===== config.mk =====
export PLATFORM = sky130hd
export DESIGN_NAME = counter_preset_ctrl
export DESIGN_NICKNAME = d
export VERILOG_FILES = /design/src/rtl/counter_preset_ctrl.sv
export SDC_FILE = /design/constraint.sdc
export NUM_CORES = 1
export LEC_CHECK = 0
export CAP_MARGIN = 10
export CELL_PAD_IN_SITES_DETAIL_PLACEMENT = 2
export CELL_PAD_IN_SITES_GLOBAL_PLACEMENT = 2
export CORE_UTILIZATION = 37
export CTS_BUF_LIST = sky130_fd_sc_hd__clkbuf_2
export CTS_CLUSTER_DIAMETER = 100
export DETAILED_ROUTE_END_ITERATION = 10
export DONT_BUFFER_PORTS = 1
export PLACE_DENSITY_LB_ADDON = 0.3
export SLEW_MARGIN = 10
export SYNTH_ARGS = -nofsm -noshare
export SYNTH_HDL_FRONTEND = slang
export SYNTH_SLANG_ARGS = --single-unit

===== constraint.sdc =====
create_clock -name clk -period 1.9 [get_ports clk]
set_input_delay 0.57 -clock clk [delete_from_list [all_inputs] [get_ports clk]]
set_output_delay 0.57 -clock clk [all_outputs]
set_load 0.03 [all_outputs]

===== src/rtl/counter_preset_ctrl.sv =====
// Programmable start/end sequencer placed in front of a free-running sync up counter.
// Define COUNTER_PRESET_CTRL_ERR_EN to enable count-sequence error tracking on err_out.
module counter_preset_ctrl #(
  parameter int unsigned WIDTH = 3,
  parameter int unsigned CNT_W = 8
) (
  input  logic             clk,
  input  logic             reset_al_in,
  input  logic             start_in,
  input  logic [WIDTH-1:0] start_val_in,
  input  logic [WIDTH-1:0] end_val_in,
  input  logic             reload_in,
  input  logic             stop_in,
  input  logic [WIDTH-1:0] count_in,
  output logic             load_out,
  output logic [WIDTH-1:0] d_out,
  output logic             ready_out,
  output logic             busy_out,
  output logic             tick_out,
  output logic             done_out,
  output logic [CNT_W-1:0] run_cnt_out,
  output logic             err_out
);

  typedef enum logic [1:0] {
    IDLE = 2'd0,
    ARM  = 2'd1,
    RUN  = 2'd2
  } state_t;

  localparam logic [CNT_W-1:0] CNT_MAX = '1;

  state_t           state_q, state_d;
  logic [WIDTH-1:0] start_q, end_q;
  logic             reload_q;
  logic             accept_c, hit_c, tick_d, done_d;

  // Counter preset is always the latched start value; load_out decides when it is used.
  assign d_out = start_q;
  assign hit_c = (count_in == end_q);

  // Next-state and handshake decode; the terminal hit is Mealy on count_in.
  always_comb begin
    state_d   = state_q;
    load_out  = 1'b0;
    ready_out = 1'b0;
    busy_out  = 1'b0;
    accept_c  = 1'b0;
    tick_d    = 1'b0;
    done_d    = 1'b0;
    case (state_q)
      IDLE: begin
        ready_out = 1'b1;
        load_out  = 1'b1;
        if (start_in) begin
          accept_c = 1'b1;
          state_d  = ARM;
        end
      end
      ARM: begin
        busy_out = 1'b1;
        load_out = 1'b1;
        state_d  = stop_in ? IDLE : RUN;
      end
      RUN: begin
        busy_out = 1'b1;
        if (stop_in) begin
          load_out = 1'b1;
          state_d  = IDLE;
        end else if (hit_c) begin
          load_out = 1'b1;
          tick_d   = 1'b1;
          if (!reload_q) begin
            done_d  = 1'b1;
            state_d = IDLE;
          end
        end
      end
      default: begin
        load_out = 1'b1;
        state_d  = IDLE;
      end
    endcase
  end

  // State, run configuration and pulse/tally registers.
  always_ff @(posedge clk) begin
    if (!reset_al_in) begin
      state_q     <= IDLE;
      start_q     <= '0;
      end_q       <= '0;
      reload_q    <= 1'b0;
      tick_out    <= 1'b0;
      done_out    <= 1'b0;
      run_cnt_out <= '0;
    end else begin
      state_q  <= state_d;
      tick_out <= tick_d;
      done_out <= done_d;
      if (accept_c) begin
        start_q     <= start_val_in;
        end_q       <= end_val_in;
        reload_q    <= reload_in;
        run_cnt_out <= '0;
      end else if (tick_d && (run_cnt_out != CNT_MAX)) begin
        run_cnt_out <= run_cnt_out + CNT_W'(1);
      end
    end
  end

`ifdef COUNTER_PRESET_CTRL_ERR_EN
  logic [WIDTH-1:0] exp_q;

  // Predict the next count; any RUN-cycle disagreement latches err_out until the next accept.
  always_ff @(posedge clk) begin
    if (!reset_al_in) begin
      exp_q   <= '0;
      err_out <= 1'b0;
    end else begin
      if (accept_c) begin
        err_out <= 1'b0;
      end else if ((state_q == RUN) && (count_in != exp_q)) begin
        err_out <= 1'b1;
      end
      if (state_q == ARM) begin
        exp_q <= start_q;
      end else if (state_q == RUN) begin
        exp_q <= (hit_c && reload_q) ? start_q : count_in + WIDTH'(1);
      end
    end
  end
`else
  assign err_out = 1'b0;
`endif

endmodule


=== After elaboration in Yosys (flattened, before gate mapping) ===
Index checks and enable logic that the tools add are counted.

* Input bits: 14
* Logic and storage cells: 40
* Flip-flop bits (word level): 19
* Output and inout bits: 17

* $add $sub $neg: 1
* Multiplexer cells: 16
* Equal/unequal tests: 7
* Reduce and logical (&&, ||, !) cells: 6
* Bitwise gates (word level): 3

{| class="wikitable"
|+ Operators by type and width
! cell !! number
|-
| 2-to-1 mux 1 bit || 10
|-
| 2-to-1 mux 2 bit || 5
|-
| adder 8 x 1 -> 8 bit, second input constant || 1
|-
| != test 8 bit, second input constant || 1
|-
| != test 3 bit, second input constant || 2
|-
| one-hot mux 2 bit (3 select lines) || 1
|-
| OR reduction 2 bit || 2
|-
| OR reduction 4 bit || 1
|-
| == test 3 bit || 1
|-
| NOT 1 bit || 3
|-
| AND reduction 3 bit || 1
|-
| == test 2 x 1 -> 1 bit, second input constant || 1
|-
| == test 2 bit, second input constant || 1
|-
| logical NOT 2 bit || 1
|-
| != test 2 bit, second input constant || 1
|-
| logical AND 1 bit || 1
|}

=== Depth between registers and ports, before layout ===
* Depth in word-level cells: 5
* Mapped depth: 7
* Mapped depth without buffers: 6

=== Worst setup path before layout ===
No wires, ideal clock.

* Path type: input-to-output
* Start point: in count_in[1]
* End point: out load_out
* Arrival time: 1513 ps
* Stages: 2
* Setup slack: -183 ps
* Buffers on the path: 0
* Cell sequence: xor2_1 -> o31ai_1

* Longest elaborated chain between the ends: 4

{| class="wikitable"
|+ RTL lines
! what !! line !! RTL
|-
| start: declaration || 14 || <nowiki>input logic [WIDTH-1:0] count_in,</nowiki>
|-
| == test 3 bit || 40 || <nowiki>assign hit_c = (count_in == end_q);</nowiki>
|-
| 2-to-1 mux 1 bit || 70 || <nowiki>end else if (hit_c) begin</nowiki>
|-
| 2-to-1 mux 1 bit || 67 || <nowiki>if (stop_in) begin</nowiki>
|-
| 2-to-1 mux 1 bit || 51 || <nowiki>case (state_q)</nowiki>
|-
| end: declaration || 15 || <nowiki>output logic load_out,</nowiki>
|}

No other way between the ends.

=== Worst setup path after layout ===
* Start point: reg state_q[0]
* End point: out load_out

* Longest elaborated chain between the ends: 2

{| class="wikitable"
|+ RTL lines
! what !! line !! RTL
|-
| start: declaration || 33 || <nowiki>state_t state_q, state_d;</nowiki>
|-
| start signal: assignment || 97 || <nowiki>state_q <= state_d;</nowiki>
|-
| == test 2 bit || 51 ||
|-
| 2-to-1 mux 1 bit || 51 ||
|}

No other way between the ends.

==> impl_metrics.tcl <==
set metrics [dict create \
    drt_iter0_markers 12 \
    gp_congestion 0.732 \
    status "complete, but fails checks" \
    seq_area_frac_synth_pct 36.8 \
    violations "setup timing" \
    vias_per_cell 5.69 \
    yosysTopAreaCell "dfxtp_1" \
    hold_violations 0 \
    ir_drop_uv 553 \
    hp-class "input pin to flop" \
    cp.required_ns 1.33 \
    clkSinkCount 19 \
    cts-root-buf "clkbuf_2" \
    p_per_area_nw_per_um2 737 \
    num_vias 922 \
    r2r_slack_ns 0.12 \
    fin_skew_ns 0.0181 \
    slew_violations 0 \
    synth_top_cells_by_area "dfxtp_1 37%, nand2_1 6.2%, ha_1 6.1%" \
    rsz0062_at_grt "true" \
    post-route-period-util_pct 102 \
    grt_pass1_vias 970 \
    synth_top_area_share_pct 36.8 \
    die_w_microns 54.9 \
    busiest_layer "met2" \
    wl_per_cell_microns 20.2 \
    nets 152 \
    netlist_area_sq_um 1030 \
    slowest_delay_ns 0.39 \
    grt_use_met2_pct 40.2 \
    drt-total-wl_microns 3270 \
    clk_path_buf_depth 2 \
    n_antenna_cell 0 \
    ant_nets 0 \
    drive_gt1_share_pct 31.1 \
    initial_utilization_pct 40.3 \
    overflow 0 \
    cts_htree_levels 1 \
    endpoint_kind "output pin" \
    start_kind "flop" \
    grtUsageMet1_pct 30.0 \
    syn_to_final_growth_pct 21.2 \
    cts_hold_buf 0 \
    dieArea_sq_um 3010 \
    synth.distinct_cells 37 \
    dp.final_hpwl_microns 2160 \
    total_power_mw 0.923 \
    insertion_delay_ns 0.34 \
    num_rows 18 \
    firstDrtPassIters 4 \
    core_sq_um 2570 \
    fin_ws_ns -0.0308 \
    crit_buf_inv 2 \
    grt_usage_pct 24.2 \
    cpLargestDelayFamily "flip-flops" \
    dp_slack_ns 0.0828 \
    fmax_mhz 518 \
    path_clk_slew_ns 0.21 \
    crit_chain "inv_2 -> ha_4 -> and2b_2 -> o31ai_4 -> buf_6" \
    antenna_found_initial 0 \
    synth_nets 135 \
    met3_usage_pct 7.78 \
    cap_viol_max_count 0 \
    drc_errors 0 \
    leakagePower_nw 0.485 \
    criticalPathCategory "flop to output pin" \
    layout_min_cycle_time_ns 1.93 \
    ios 31 \
    numCtsBuffers 3 \
    cts_tree "yes" \
    cp_data_arrival_time_ns 1.36 \
    grt_max_degree 15 \
    grt_pass1_wl_microns 4830 \
    port_buffers 0 \
    ys_seq_elements 19 \
    setup_viol 1 \
    yosysWarnings 0 \
    syn_area_per_cell_sq_um 8.91 \
    die_h_microns 54.9 \
    synthCells 116 \
    crit_fanout 3 \
    crit_slowest_cell "dfxtp_2" \
]
-- metal layers --
layer  share of wire (%)  routed length [microns]
met1                  43                     1400
met2                  50                     1650
met3                 5.7                      188
met4                 1.2                       39
met5                   0                        0
-- area by class of cell --
class                   instances  area [sq um]
clock inverters                 1          5.00
flip-flops and latches         19           392
inverters                       2          7.51
well taps                      30          37.5
fillers                       283          1320
clock buffers                   3          15.0
repair buffers                 18           139
multi-input cells              89           657
-- report_power, final --
group	total (mW)	leakage (nW)	internal (mW)	switching (mW)
combinational	0.278	0.312	0.128	0.149
clock	0.190	0.0164	0.0477	0.143
sequential	0.455	0.157	0.423	0.0324
-- cells in the final DEF, fill, tap and decap left out, types with 2 or more instances in the layout --
master,instances
dfxtp_1,14
o21ai_0,2
nand3_1,11
buf_4,17
ha_1,3
xnor2_2,3
ha_4,2
mux2i_1,2
nand2_1,17
dfxtp_4,2
a21boi_0,8
o31ai_1,2
nor2_1,3
or4_1,3
nand4b_1,2
nor2b_1,2
dfxtp_2,3
and4_1,2
clkbuf_2,3
a21oi_1,7
xor2_1,2
-- path summary, 6_finish.rpt --
path	startpoint	end	cells after the start
worst max-delay path	state_q[0]$_SDFFE_PN0P_	load_out	5
worst max register to register	state_q[0]$_SDFFE_PN0P_	run_cnt_out[3]$_SDFFE_PP0P_	7
worst min register to register	reload_q$_SDFFE_PN0P_	done_out$_SDFF_PP0_	1
worst min-delay path	reset_al_in	end_q[0]$_SDFFE_PN0P_	1
-- logic make-up (layout without fill, tap and decap cells) --
| family | count (synthesis) | in the layout | synth area share, % |
|---|---|---|---|
| AND/OR/NAND/NOR | 51 | 51 | 28.0 |
| multiplexers | 2 | 2 | 1.94 |
| buffers and inverters | 8 | 24 | 4.24 |
| adder cells (fa/ha/maj) | 5 | 5 | 6.05 |
| flip-flops | 19 | 19 | 36.8 |
| AO/OA/AOI/OAI | 24 | 24 | 15.4 |
| XOR/XNOR | 6 | 6 | 7.26 |
| other | 1 | 1 | 0.363 |
-- through the flow --
stage | hold slack (ns) | util (%) | instance area, sq um | instances | TNS, ns
after floorplan | 0.406 | - | 1040 | 116 | 0
after global placement | 0.442 | 43.7 | 1120 | 151 | 0
after detailed placement | 0.445 | 43.7 | 1120 | 151 | 0
after CTS | 0.316 | 46.9 | 1200 | 160 | -0.0684
after global routing | 0.296 | 48.8 | 1250 | 162 | -0.0993
final | 0.337 | 48.8 | 1250 | 162 | -0.0308
-- synth_stat cells, drive strengths merged --
library cell / instances
nor2b: 2
a21oi: 8
mux2i: 2
or4: 3
nor3b: 1
buf: 4
nor2: 3
clkbuf: 2
and2: 2
or3: 1
nand3: 11
ha: 5
o21ai: 3
nand4b: 2
nand4: 1
and2b: 1
nor3: 1
nand3b: 1
and4: 2
dfxtp: 19
and4b: 1
conb: 1
o41ai: 1
a31o: 1
a21boi: 8
inv: 2
xnor2: 3
and3: 2
nand2: 17
o31ai: 3
xor2: 3
-- sequential cells by signal, summed over array words and instances (netlist names) --
register / count
run_cnt_out: 8
d_out: 3
end_q: 3
state_q: 2
done_out: 1
reload_q: 1
tick_out: 1
-- what timing repair did --
item	4_1_cts	5_1_grt
buffers inserted	5	2
setup endpoints to repair	2	3
gates resized for setup	10	6
endpoints found under the hold margin	0	0
pin swaps	1	1
No activity file was read; power rests on OpenSTA's default activity.
